## src/rtl/riscv_defines.sv

```systemverilog
// Shared definitions for the EX-stage tag-check unit: cause codes, FSM states
// and the security exception code reported to the controller.
package riscv_defines;

  typedef enum logic [2:0] {
    TAG_CAUSE_NONE = 3'd0,
    TAG_CAUSE_S1   = 3'd1,
    TAG_CAUSE_S2   = 3'd2,
    TAG_CAUSE_D    = 3'd3,
    TAG_CAUSE_PC   = 3'd4
  } tag_cause_t;

  typedef enum logic [1:0] {
    TAG_CHK_IDLE  = 2'd0,
    TAG_CHK_REQ   = 2'd1,
    TAG_CHK_BLOCK = 2'd2
  } tag_chk_state_t;

  localparam logic [5:0] EXC_CAUSE_SECURITY = 6'h1F;

endpackage

```

## src/rtl/riscv_tag_cause_prio.sv

```systemverilog
// Priority encoder from tag-check hits to a cause code: PC > S1 > S2 > D.
module riscv_tag_cause_prio
  import riscv_defines::*;
(
  input  logic       hit_pc,
  input  logic       hit_s1,
  input  logic       hit_s2,
  input  logic       hit_d,
  output tag_cause_t cause
);

  always_comb begin
    cause = TAG_CAUSE_NONE;
    if (hit_pc)      cause = TAG_CAUSE_PC;
    else if (hit_s1) cause = TAG_CAUSE_S1;
    else if (hit_s2) cause = TAG_CAUSE_S2;
    else if (hit_d)  cause = TAG_CAUSE_D;
  end

endmodule

```

## src/rtl/riscv_tag_check_ex.sv

```systemverilog
// EX-stage DIFT policy check: ID/EX capture of check enables, violation detect,
// req/ack exception handshake and stall. Optional counter: TAG_CHECK_COUNTER_EN.
module riscv_tag_check_ex
  import riscv_defines::*;
#(
  parameter int PC_WIDTH  = 32,
  parameter int CNT_WIDTH = 16
) (
  input  logic                 clk,
  input  logic                 rst,
  input  logic                 id_valid_i,
  input  logic                 ex_ready_i,
  input  logic                 check_s1_i,
  input  logic                 check_s2_i,
  input  logic                 check_d_i,
  input  logic                 check_pc_i,
  input  logic [PC_WIDTH-1:0]  pc_id_i,
  input  logic                 rs1_tag_i,
  input  logic                 rs2_tag_i,
  input  logic                 rd_tag_i,
  input  logic                 pc_tag_i,
  input  logic                 exc_ack_i,
  input  logic                 flush_i,
  input  logic                 clear_i,
  output logic                 exc_req_o,
  output logic [2:0]           exc_cause_o,
  output logic [PC_WIDTH-1:0]  exc_pc_o,
  output logic                 ex_stall_o,
  output logic [CNT_WIDTH-1:0] viol_cnt_o
);

  // Handshake: exc_req_o stays high with stable cause/pc until the cycle
  // exc_ack_i is sampled high; the request drops on the following cycle.

  logic                ex_valid_q;
  logic                ex_s1_q, ex_s2_q, ex_d_q, ex_pc_en_q;
  logic [PC_WIDTH-1:0] ex_pc_q;
  tag_chk_state_t      state_q;
  tag_cause_t          cause_q;
  tag_cause_t          cause_next;
  logic [PC_WIDTH-1:0] exc_pc_q;
  logic                hit_pc, hit_s1, hit_s2, hit_d;
  logic                viol;
  logic                go_req;

  assign hit_pc = ex_pc_en_q & pc_tag_i;
  assign hit_s1 = ex_s1_q & rs1_tag_i;
  assign hit_s2 = ex_s2_q & rs2_tag_i;
  assign hit_d  = ex_d_q & rd_tag_i;

  assign viol   = ex_valid_q && (state_q == TAG_CHK_IDLE) &&
                  (hit_pc | hit_s1 | hit_s2 | hit_d);
  assign go_req = viol && !flush_i;

  assign ex_stall_o  = viol | (state_q != TAG_CHK_IDLE);
  assign exc_req_o   = (state_q == TAG_CHK_REQ);
  assign exc_cause_o = cause_q;
  assign exc_pc_o    = exc_pc_q;

  riscv_tag_cause_prio u_prio (
    .hit_pc (hit_pc),
    .hit_s1 (hit_s1),
    .hit_s2 (hit_s2),
    .hit_d  (hit_d),
    .cause  (cause_next)
  );

  // ID/EX register; a stalled EX holds the faulting instruction in place.
  always_ff @(posedge clk or posedge rst) begin
    if (rst) begin
      ex_valid_q <= 1'b0;
      ex_s1_q    <= 1'b0;
      ex_s2_q    <= 1'b0;
      ex_d_q     <= 1'b0;
      ex_pc_en_q <= 1'b0;
      ex_pc_q    <= '0;
    end else if (flush_i) begin
      ex_valid_q <= 1'b0;
    end else if (ex_ready_i && !ex_stall_o) begin
      ex_valid_q <= id_valid_i;
      ex_s1_q    <= check_s1_i;
      ex_s2_q    <= check_s2_i;
      ex_d_q     <= check_d_i;
      ex_pc_en_q <= check_pc_i;
      ex_pc_q    <= pc_id_i;
    end
  end

  always_ff @(posedge clk or posedge rst) begin
    if (rst) begin
      state_q  <= TAG_CHK_IDLE;
      cause_q  <= TAG_CAUSE_NONE;
      exc_pc_q <= '0;
    end else begin
      case (state_q)
        TAG_CHK_IDLE: begin
          if (go_req) begin
            state_q  <= TAG_CHK_REQ;
            cause_q  <= cause_next;
            exc_pc_q <= ex_pc_q;
          end else if (clear_i) begin
            cause_q  <= TAG_CAUSE_NONE;
            exc_pc_q <= '0;
          end
        end
        TAG_CHK_REQ: begin
          // A flush alone does not retract an outstanding request.
          if (exc_ack_i && flush_i) state_q <= TAG_CHK_IDLE;
          else if (exc_ack_i)       state_q <= TAG_CHK_BLOCK;
        end
        TAG_CHK_BLOCK: begin
          if (flush_i) state_q <= TAG_CHK_IDLE;
          if (clear_i) begin
            cause_q  <= TAG_CAUSE_NONE;
            exc_pc_q <= '0;
          end
        end
        default: state_q <= TAG_CHK_IDLE;
      endcase
    end
  end

`ifdef TAG_CHECK_COUNTER_EN
  logic [CNT_WIDTH-1:0] cnt_q;

  always_ff @(posedge clk or posedge rst) begin
    if (rst)                        cnt_q <= '0;
    else if (clear_i)               cnt_q <= '0;
    else if (go_req && cnt_q != '1) cnt_q <= cnt_q + {{(CNT_WIDTH-1){1'b0}}, 1'b1};
  end

  assign viol_cnt_o = cnt_q;
`else
  assign viol_cnt_o = '0;
`endif

endmodule

```

## config.mk

```make
export PLATFORM = sky130hd
export DESIGN_NAME = riscv_tag_check_ex
export DESIGN_NICKNAME = d
export VERILOG_FILES = /design/src/rtl/riscv_defines.sv /design/src/rtl/riscv_tag_cause_prio.sv /design/src/rtl/riscv_tag_check_ex.sv
export SDC_FILE = /design/constraint.sdc
export NUM_CORES = 1
export LEC_CHECK = 0
export BUFFER_PORTS_ARGS = -buffer_cell sky130_fd_sc_hd__buf_4
export CAP_MARGIN = 20
export CELL_PAD_IN_SITES_DETAIL_PLACEMENT = 1
export CELL_PAD_IN_SITES_GLOBAL_PLACEMENT = 2
export CORE_MARGIN = 3
export CORE_UTILIZATION = 31
export DETAILED_ROUTE_END_ITERATION = 12
export PLACE_DENSITY = 0.79
export RECOVER_POWER = 50
export SLEW_MARGIN = 20
export SYNTH_ARGS = -nofsm -noshare
export SYNTH_HDL_FRONTEND = slang
export SYNTH_SLANG_ARGS = --single-unit
export TNS_END_PERCENT = 100
```

## constraint.sdc

```tcl
create_clock -name clk -period 2.6 [get_ports clk]
set_input_delay 0.39 -clock clk [delete_from_list [all_inputs] [get_ports clk]]
set_output_delay 0.39 -clock clk [all_outputs]
set_load 0.01 [all_outputs]
```

==> results of run 1 <==
-- final cells by class --
cell class                      count  area [um^2]  share of cell area
Sequential cell                    74         1850               0.481
Multi-Input combinational cell    179         1080               0.280
Timing Repair Buffer               89          534               0.139
Tap cell                          129          161              0.0419
Clock buffer                       10          138              0.0357
Clock inverter                      5         78.8              0.0205
Inverter                            2         7.51             0.00195
-- Yosys cell counts --
master,count,area share
sky130_fd_sc_hd__a22oi_2,1,0.0040
sky130_fd_sc_hd__o31ai_1,1,0.0024
sky130_fd_sc_hd__nor2b_1,2,0.0040
sky130_fd_sc_hd__a21bo_2,1,0.0032
sky130_fd_sc_hd__a21o_1,1,0.0024
sky130_fd_sc_hd__nand3b_1,2,0.0048
sky130_fd_sc_hd__a21oi_1,1,0.0016
sky130_fd_sc_hd__dfrtp_1,74,0.60
sky130_fd_sc_hd__a32o_1,1,0.0032
sky130_fd_sc_hd__a21oi_4,1,0.0053
sky130_fd_sc_hd__buf_2,3,0.0048
sky130_fd_sc_hd__or4b_4,1,0.0044
sky130_fd_sc_hd__o21ai_0,29,0.047
sky130_fd_sc_hd__nand2_4,1,0.0036
sky130_fd_sc_hd__nand4_1,2,0.0040
sky130_fd_sc_hd__conb_1,1,0.0012
sky130_fd_sc_hd__or3b_1,1,0.0028
sky130_fd_sc_hd__nor2_1,4,0.0048
sky130_fd_sc_hd__a22oi_1,1,0.0024
sky130_fd_sc_hd__o21ai_1,5,0.0081
sky130_fd_sc_hd__buf_4,16,0.039
sky130_fd_sc_hd__clkbuf_2,2,0.0032
sky130_fd_sc_hd__nand2_1,70,0.085
sky130_fd_sc_hd__clkbuf_1,4,0.0048
sky130_fd_sc_hd__buf_6,5,0.018
sky130_fd_sc_hd__nand2b_1,1,0.0020
sky130_fd_sc_hd__inv_1,2,0.0024
sky130_fd_sc_hd__mux2_2,36,0.13
sky130_fd_sc_hd__a32oi_1,1,0.0028
-- sequential cells by signal, summed over array words and instances (netlist names) --
name         count
state_q          2
ex_valid_q       1
ex_s1_q          1
exc_cause_o      3
ex_pc_en_q       1
ex_s2_q          1
ex_pc_q         32
exc_pc_o        32
ex_d_q           1
-- placed cells by master (no fill, tap or decap), types with 4 or more instances in the layout --
master / synthesis / final
sky130_fd_sc_hd__buf_4: 16 / 50
sky130_fd_sc_hd__mux2_2: 36 / 36
sky130_fd_sc_hd__clkbuf_8: 0 / 10
sky130_fd_sc_hd__o21ai_1: 5 / 5
sky130_fd_sc_hd__nand2_1: 70 / 70
sky130_fd_sc_hd__clkbuf_1: 4 / 35
sky130_fd_sc_hd__o21ai_0: 29 / 29
sky130_fd_sc_hd__conb_1: 1 / 16
sky130_fd_sc_hd__nor2_1: 4 / 4
sky130_fd_sc_hd__dfrtp_1: 74 / 74
-- worst max-delay path by stage --
stage,cells after the start,start,endpoint
after CTS,4,ex_pc_en_q$_DFFE_PP0P_,ex_stall_o
after floorplan,1,rst,ex_d_q$_DFFE_PP0P_
after detailed placement,5,pc_tag_i,ex_pc_q[25]$_DFFE_PP0P_
after global placement,5,pc_tag_i,ex_pc_q[15]$_DFFE_PP0P_
final,4,ex_pc_en_q$_DFFE_PP0P_,ex_stall_o
after global routing,4,rst,exc_pc_o[6]$_DFFE_PP0P_
-- through the flow --
step           area (um^2)   util  hold slack (ns)  instances  setup WS, ns
3_5_place_dp          3760  0.397            0.368        472         0.624
6_report              3850  0.407            0.230        488         0.650
5_1_grt               3850  0.407            0.212        488         0.472
4_1_cts               3990  0.421            0.211        488         0.616
2_1_floorplan         3150      -            0.444        285         0.328
3_3_place_gp          3760  0.397            0.369        472         0.621
-- power by group through the flow --
stage / Sequential [mW] / Combinational, mW / Clock (mW)
after floorplan: 1.52 / 0.367 / 0
final: 1.50 / 0.524 / 0.972
after global routing: 1.53 / 0.592 / 1.06
after CTS: 1.51 / 0.585 / 1.01
after global placement: 1.52 / 0.567 / 0
after detailed placement: 1.53 / 0.581 / 0
-- cells by family after synthesis --
family / after synthesis / synth area share
AND/OR/NAND/NOR: 84 / 0.116
flip-flops: 74 / 0.598
AO/OA/AOI/OAI: 43 / 0.0824
multiplexers: 36 / 0.131
buffers and inverters: 32 / 0.0723
other: 1 / 0.00121
-- metal layers --
metal / up-vias / wire length, um / part of all wire
met5: - / 0 / 0
met4: 0 / 63 / 0.0093
met3: 5 / 481 / 0.071
li1: 1038 / - / -
met2: 63 / 3260 / 0.48
met1: 1070 / 2960 / 0.44
-- what timing repair did --
item,CTS,global route
gates resized for setup,0,0
endpoints found under the setup margin,0,0
endpoints found under the hold margin,13,0
hold buffers,1,0
==> metrics.md, run 1 <==
| Metric | Value |
|---|---|
| Met3 demand-to-capacity share in global routing | `0.0504` |
| CTS HTree Levels | `3` |
| Max incr delay on CP | `0.40 ns` |
| Total negative setup slack | `0 ns` |
| CTS buffer count | `9` |
| Cell chosen for the clock root | `sky130_fd_sc_hd__clkbuf_8` |
| Data arrival time of the critical path | `1.56 ns` |
| Average wire length per cell after detail routing | `13.9 um` |
| Unrepaired setup endpoints after global routing | `no` |
| CTS Sinks | `74` |
| Router iterations before antenna repair | `3` |
| Number of global-route vias before repair | `2321` |
| Final Hold Fails | `0` |
| Height of the die | `106 um` |
| Critical Path End Type | `output pin` |
| Worst path required time | `2.21 ns` |
| Initial antenna violation count | `0` |
| Class of the worst hold path | `in2reg` |
| Sequential power share | `0.501` |
| Net switching power figure | `792 uW` |
| Post-layout total power | `3.00 mW` |
| Post-DRT Antenna Nets | `0` |
| Number of placement rows | `35` |
| Clock period minus worst slack | `1.95 ns` |
| Maximum fanout count along the critical path | `3` |
| Layout net count | `around 400` |
| Result of the run | `completed` |
| Total track usage | `0.128` |
| Max-Cap Viols | `0` |
| RePlAce Congestion | `0.716` |
| Rel. slew slack | `0.452` |
| Met1 usage | `0.162` |
| Share of the yosys chip area belonging to registers | `0.598` |
| Type of origin of the critical path | `flop` |
| Number of register bits inferred by synthesis | `between 70 and 80` |
| Overflow left after global routing | `0` |
| Effective utilization at floorplan | `0.328` |
| Core area | `9460 um^2` |
| Finish-stage setup viols | `0` |
| Diode insertion count for antenna repair | `0` |
| Layer with the highest usage | `met2` |
| Largest net degree at the start of global routing | `39` |
| Half-perimeter wire length after detailed placement | `4600 um` |
| R2R Path Start | `state_q[0]$_DFFE_PP0P_` |
| Worst Hold End | `state_q[1]$_DFFE_PP0P_` |
| Postcts setup bufs | `0` |
| DRC violations left | `0` |
| Tightest Pin Transition | `0.821 ns` |
| Top cell family by delay on the critical path | `compound AO/OA/AOI/OAI gates` |
| First-pass GRT wire length | `11400 um` |
| Max stage delay cell, worst path | `sky130_fd_sc_hd__dfrtp_1` |
| Number of cells on the worst hold path | `2` |
| Yosys warns | `0` |
| Met2 global-route usage | `0.205` |
| Total leakage power | `1.75 nW` |
| Area growth, synth to finish | `24.3%` |
| Number of pins exceeding their max-slew limit in the final report | `0` |
| Share of post-route cells with drive strength above 1 | `0.304` |
| Cells after synthesis | `between 200 and 300` |
| Port Buffers | `83` |
| Highest achievable clock rate | `513 MHz` |
| Cell area after technology mapping | `approximately 3100 um^2` |
| CTS clk-pin slew, worst paths | `0.07 ns` |
| VDD IR max | `340 uV` |
| IO Pins | `100` |
| Post-synthesis average cell area | `11.5 um^2` |
| Total via count in the routed design | `2176` |
| CTS tree | `done` |
| Crit path cell chain | `a22oi_1 -> a21bo_2 -> nand2_1 -> buf_4` |
| Capture point of the worst reg-to-reg path | `ex_pc_q[30]$_DFFE_PP0P_` |
| Ratio of routed vias to standard cells | `4.46` |
| Power per unit of standard cell area | `about 800 nW/um^2` |
| Tcrit/Tclk final | `0.750` |
| Setup clock skew after layout | `0.00816 ns` |
| Worst hold start | `flush_i` |
| Initial drt markers | `52` |
| Longest Clk Path Bufs | `2` |
| Internal cell power | `2.21 mW` |
| R2R cell count | `4` |
| Unique cell type count in the Yosys netlist | `29` |
| Horiz. Die Dim | `around 110 um` |
| Logic gate share of total power | `0.175` |
| Switching Share | `0.264` |
| Worst-Skew Late Latency | `0.34 ns` |
| Area of the die | `11200 um^2` |
| Slack of the worst reg-to-reg path | `around 0.71 ns` |
| Portion of total power attributed to the clock network | `0.324` |
| FILL cells | `1093` |
| Category of the critical setup timing path | `reg2out` |
| Total length of routed wires | `6770 um` |
| CP bufs+invs | `1` |
Power figures use the tool's default switching activity.
==> run 2: changes to the inputs <==
ABC_AREA = 1   (was unset)
CORE_UTILIZATION = 29   (was 31)
clock period = 2 ns   (was 2.6 ns; I/O delays follow)
==> metrics.md, run 2 <==
| Metric | Value |
|---|---|
| Share of post-route cells with drive strength above 1 | `0.220` |
| Cells after synthesis | `about 370` |
| Type of origin of the critical path | `flop` |
| Overflow left after global routing | `0` |
| CP bufs+invs | `2` |
| Max-Cap Viols | `1` |
| Half-perimeter wire length after detailed placement | `5840 um` |
| Synth Area in Compound Gates | `0.0108` |
| Area growth, synth to finish | `25.6%` |
| Total length of routed wires | `between 8000 and 9000 um` |
| Number of pins exceeding their max-slew limit in the final report | `75` |
| Worst path required time | `1.70 ns` |
| Parity-gate share of the synthesized area counting xor and xnor cells | `0` |
| Height of the die | `112 um` |
| Layout net count | `a little under 500` |
| Router iterations before antenna repair | `4` |
| Critical Path End Type | `output pin` |
| IO Pins | `100` |
| Most frequent cells in the layout | `149 x sky130_fd_sc_hd__nand2_1, 75 x sky130_fd_sc_hd__buf_4, 74 x sky130_fd_sc_hd__dfrtp_1, 37 x sky130_fd_sc_hd__nand3_1, 36 x sky130_fd_sc_hd__nand4_1` |
| Number of register bits inferred by synthesis | `74` |
| Synth Area in Simple Gates | `0.319` |
| Commonest register cell after synthesis | `sky130_fd_sc_hd__dfrtp_1` |
| Crit path cell chain | `nand2_1 -> nand2_1 -> nor2_1 -> nor2_2 -> nor2_4 -> inv_1 -> buf_4` |
| Number of cells on the worst hold path | `2` |
| CTS buffer count | `9` |
| Final Hold Fails | `0` |
| Worst slack, placed | `0.269 ns` |
| DRC violations left | `0` |
| CTS clk-pin slew, worst paths | `0.08 ns` |
| Average wire length per cell after detail routing | `~14 um` |
| Largest cells by area after synthesis | `sky130_fd_sc_hd__dfrtp_1 57%, sky130_fd_sc_hd__nand2_1 17%, sky130_fd_sc_hd__nand4_1 6.9%` |
| Slack of the worst reg-to-reg path | `0.32 ns` |
| Cell area after technology mapping | `3250 um^2` |
| Tightest Pin Transition | `1.64 ns` |
| VDD IR max | `448 uV` |
| Initial antenna violation count | `0` |
| Max incr delay on CP | `0.38 ns` |
| Total track usage | `0.140` |
| Post-DRT Antenna Nets | `0` |
| Largest family of logic cells by synthesized area | `simple AND/OR/NAND/NOR gates` |
| Result of the run | `finished with violations` |
| Top cell family by delay on the critical path | `simple AND/OR/NAND/NOR gates` |
| Postcts setup bufs | `0` |
| Initial drt markers | `76` |
| Number of hold buffers added after CTS | `0` |
| Violated checks | `capacitance limit, slew limit` |
| Worst-Skew Late Latency | `~0.34 ns` |
| Rel. slew slack | `-0.0921` |
| Area share of the largest cell type after synthesis | `0.570` |
| Number of global-route vias before repair | `approximately 2.7k` |
| Area of the die | `12500 um^2` |
| RePlAce Congestion | `0.727` |
| Number of placement rows | `38` |
| Post-synth EDFFs | `0` |
| Register cell area after layout | `1850 um^2` |
| Total negative setup slack | `0 ns` |
| Commonest cells in the netlist | `149 x sky130_fd_sc_hd__nand2_1, 74 x sky130_fd_sc_hd__dfrtp_1, 37 x sky130_fd_sc_hd__nand3_1` |
| Port Buffers | `83` |
| Unrepaired setup endpoints after global routing | `no` |
| Multiplexer area fraction after synthesis | `0` |
| Multi-input gate area in the final layout | `1130 um^2` |
| Most numerous cell in the Yosys netlist | `sky130_fd_sc_hd__nand2_1` |
| CTS Sinks | `74` |
| Category of the critical setup timing path | `reg2out` |
| Post-synthesis average cell area | `8.90 um^2` |
| Data arrival time of the critical path | `~1.5 ns` |
| Cell taking the most area after synthesis | `sky130_fd_sc_hd__dfrtp_1` |
| Horiz. Die Dim | `112 um` |
| Synthesized-area fraction occupied by adder cells | `0` |
| Largest net degree at the start of global routing | `75` |
| Maximum fanout count along the critical path | `4` |
| Ratio of routed vias to standard cells | `roughly 4.5` |
| CTS tree | `done` |
| Highest achievable clock rate | `555 MHz` |
| Longest Clk Path Bufs | `2` |
| Core area | `about 11000 um^2` |
| R2R Path Start | `state_q[1]$_DFFE_PP0P_` |
| First-pass GRT wire length | `13800 um` |
| Leading cell type in the layout, fill and taps excluded | `sky130_fd_sc_hd__nand2_1` |
| Finish-stage setup viols | `0` |
| Tcrit/Tclk final | `0.901` |
| Max stage delay cell, worst path | `sky130_fd_sc_hd__dfrtp_1` |
| Power per unit of standard cell area | `around 1200 nW/um^2` |
| Cell occurring most often along the worst timing path | `sky130_fd_sc_hd__nand2_1` |
| Yosys warns | `0` |
| Total leakage power | `2.23 nW` |
| R2R cell count | `7` |
| Class of the worst hold path | `in2reg` |
| CTS HTree Levels | `3` |
| FILL cells | `1321` |
| Total via count in the routed design | `~2.7k` |
| Cell chosen for the clock root | `sky130_fd_sc_hd__clkbuf_8` |
| Unique cell type count in the Yosys netlist | `22` |
| Post-cts gate resize count | `0` |
| Setup clock skew after layout | `between 0.006 and 0.007 ns` |
| Clock period minus worst slack | `1.80 ns` |
| Worst Hold End | `state_q[0]$_DFFE_PP0P_` |
| Ys async rst share | `1.00` |
| Worst hold start | `exc_ack_i` |
| Share of the yosys chip area belonging to registers | `0.570` |
| Effective utilization at floorplan | `0.298` |
| Setup slack after layout | `0.199 ns` |
| Capture point of the worst reg-to-reg path | `exc_pc_o[12]$_DFFE_PP0P_` |
| Diode insertion count for antenna repair | `0` |
run 2: cell count changes in the layout (fill, tap and decap cells not counted), sizes merged, moves of 8 or more:
cell / previous run / this run
mux2: 36 / 0
nand4: 2 / 37
buf: 50 / 76
nand3: 0 / 37
nand2: 71 / 151
clkbuf: 48 / 29
inv: 2 / 10
o21ai: 34 / 3
run 2: worst max path at each step:
| stage | depth (start not counted) | startpoint | to |
|---|---|---|---|
| floorplan | 7 | state_q[1]$_DFFE_PP0P_ | ex_stall_o |
| global placement | 7 | state_q[1]$_DFFE_PP0P_ | exc_pc_o[12]$_DFFE_PP0P_ |
| detailed placement | 7 | state_q[0]$_DFFE_PP0P_ | exc_pc_o[12]$_DFFE_PP0P_ |
| CTS | 7 | ex_pc_en_q$_DFFE_PP0P_ | ex_stall_o |
| global route | 7 | ex_pc_en_q$_DFFE_PP0P_ | ex_stall_o |
| finish | 7 | ex_pc_en_q$_DFFE_PP0P_ | ex_stall_o |
run 2: power by group:
| group | internal, mW | leakage [nW] | total (mW) | switching (mW) |
|---|---|---|---|---|
| Sequential | 1.96 | 0.970 | 2.23 | 0.270 |
| Clock | 0.828 | 0.114 | 1.37 | 0.545 |
| Combinational | 0.505 | 1.15 | 1.30 | 0.790 |
| Total | 3.29 | 2.23 | 4.90 | 1.60 |
run 2: cell families (layout without fill, tap and decap cells):
logic type | Yosys count | in the layout
AOI/OAI and AO/OA | 6 | 6
buffers and inverters | 52 | 121
DFF | 74 | 74
other | 1 | 16
and+or+nand+nor | 232 | 232
run 2: layout make-up:
class                           count  share of cell area
Timing Repair Buffer               94               0.157
Multi-Input combinational cell    254               0.278
Sequential cell                    74               0.454
Inverter                           11              0.0104
Tap cell                          140              0.0430
Clock buffer                       11              0.0322
Clock inverter                      5              0.0252
run 2: worst register-to-register path, cell delays in order (launching register included):
cell and delay (ns):
sky130_fd_sc_hd__dfrtp_1 0.45, sky130_fd_sc_hd__nor2_4 0.15, sky130_fd_sc_hd__nand2_2 0.08, sky130_fd_sc_hd__nor2_2 0.20, sky130_fd_sc_hd__nand2_2 0.10, sky130_fd_sc_hd__inv_2 0.42
sky130_fd_sc_hd__nand2_1 0.14, sky130_fd_sc_hd__nand2_1 0.09
run 2: routing by layer:
metal / part of all wire / wire, um / vias to the layer above / GRT usage
li1: - / - / 1314 / -
met1: 0.44 / 3720 / 1284 / 0.178
met2: 0.50 / 4210 / 65 / 0.229
met3: 0.047 / 396 / 10 / 0.0332
met4: 0.017 / 140 / 0 / 0.0560
met5: 0 / 0 / - / 0
run 2: per-stage QoR:
step / cells / power [mW] / area, um^2 / hold slack (ns) / util
CTS: 589 / 5.04 / 4160 / 0.0650 / 0.382
global route: 589 / 5.28 / 4080 / 0.135 / 0.375
finish: 589 / 4.90 / 4080 / 0.138 / 0.375
global placement: 573 / 3.58 / 3930 / 0.444 / 0.360
detailed placement: 573 / 3.64 / 3930 / 0.448 / 0.360
floorplan: 380 / 3.13 / 3310 / 0.386 / -
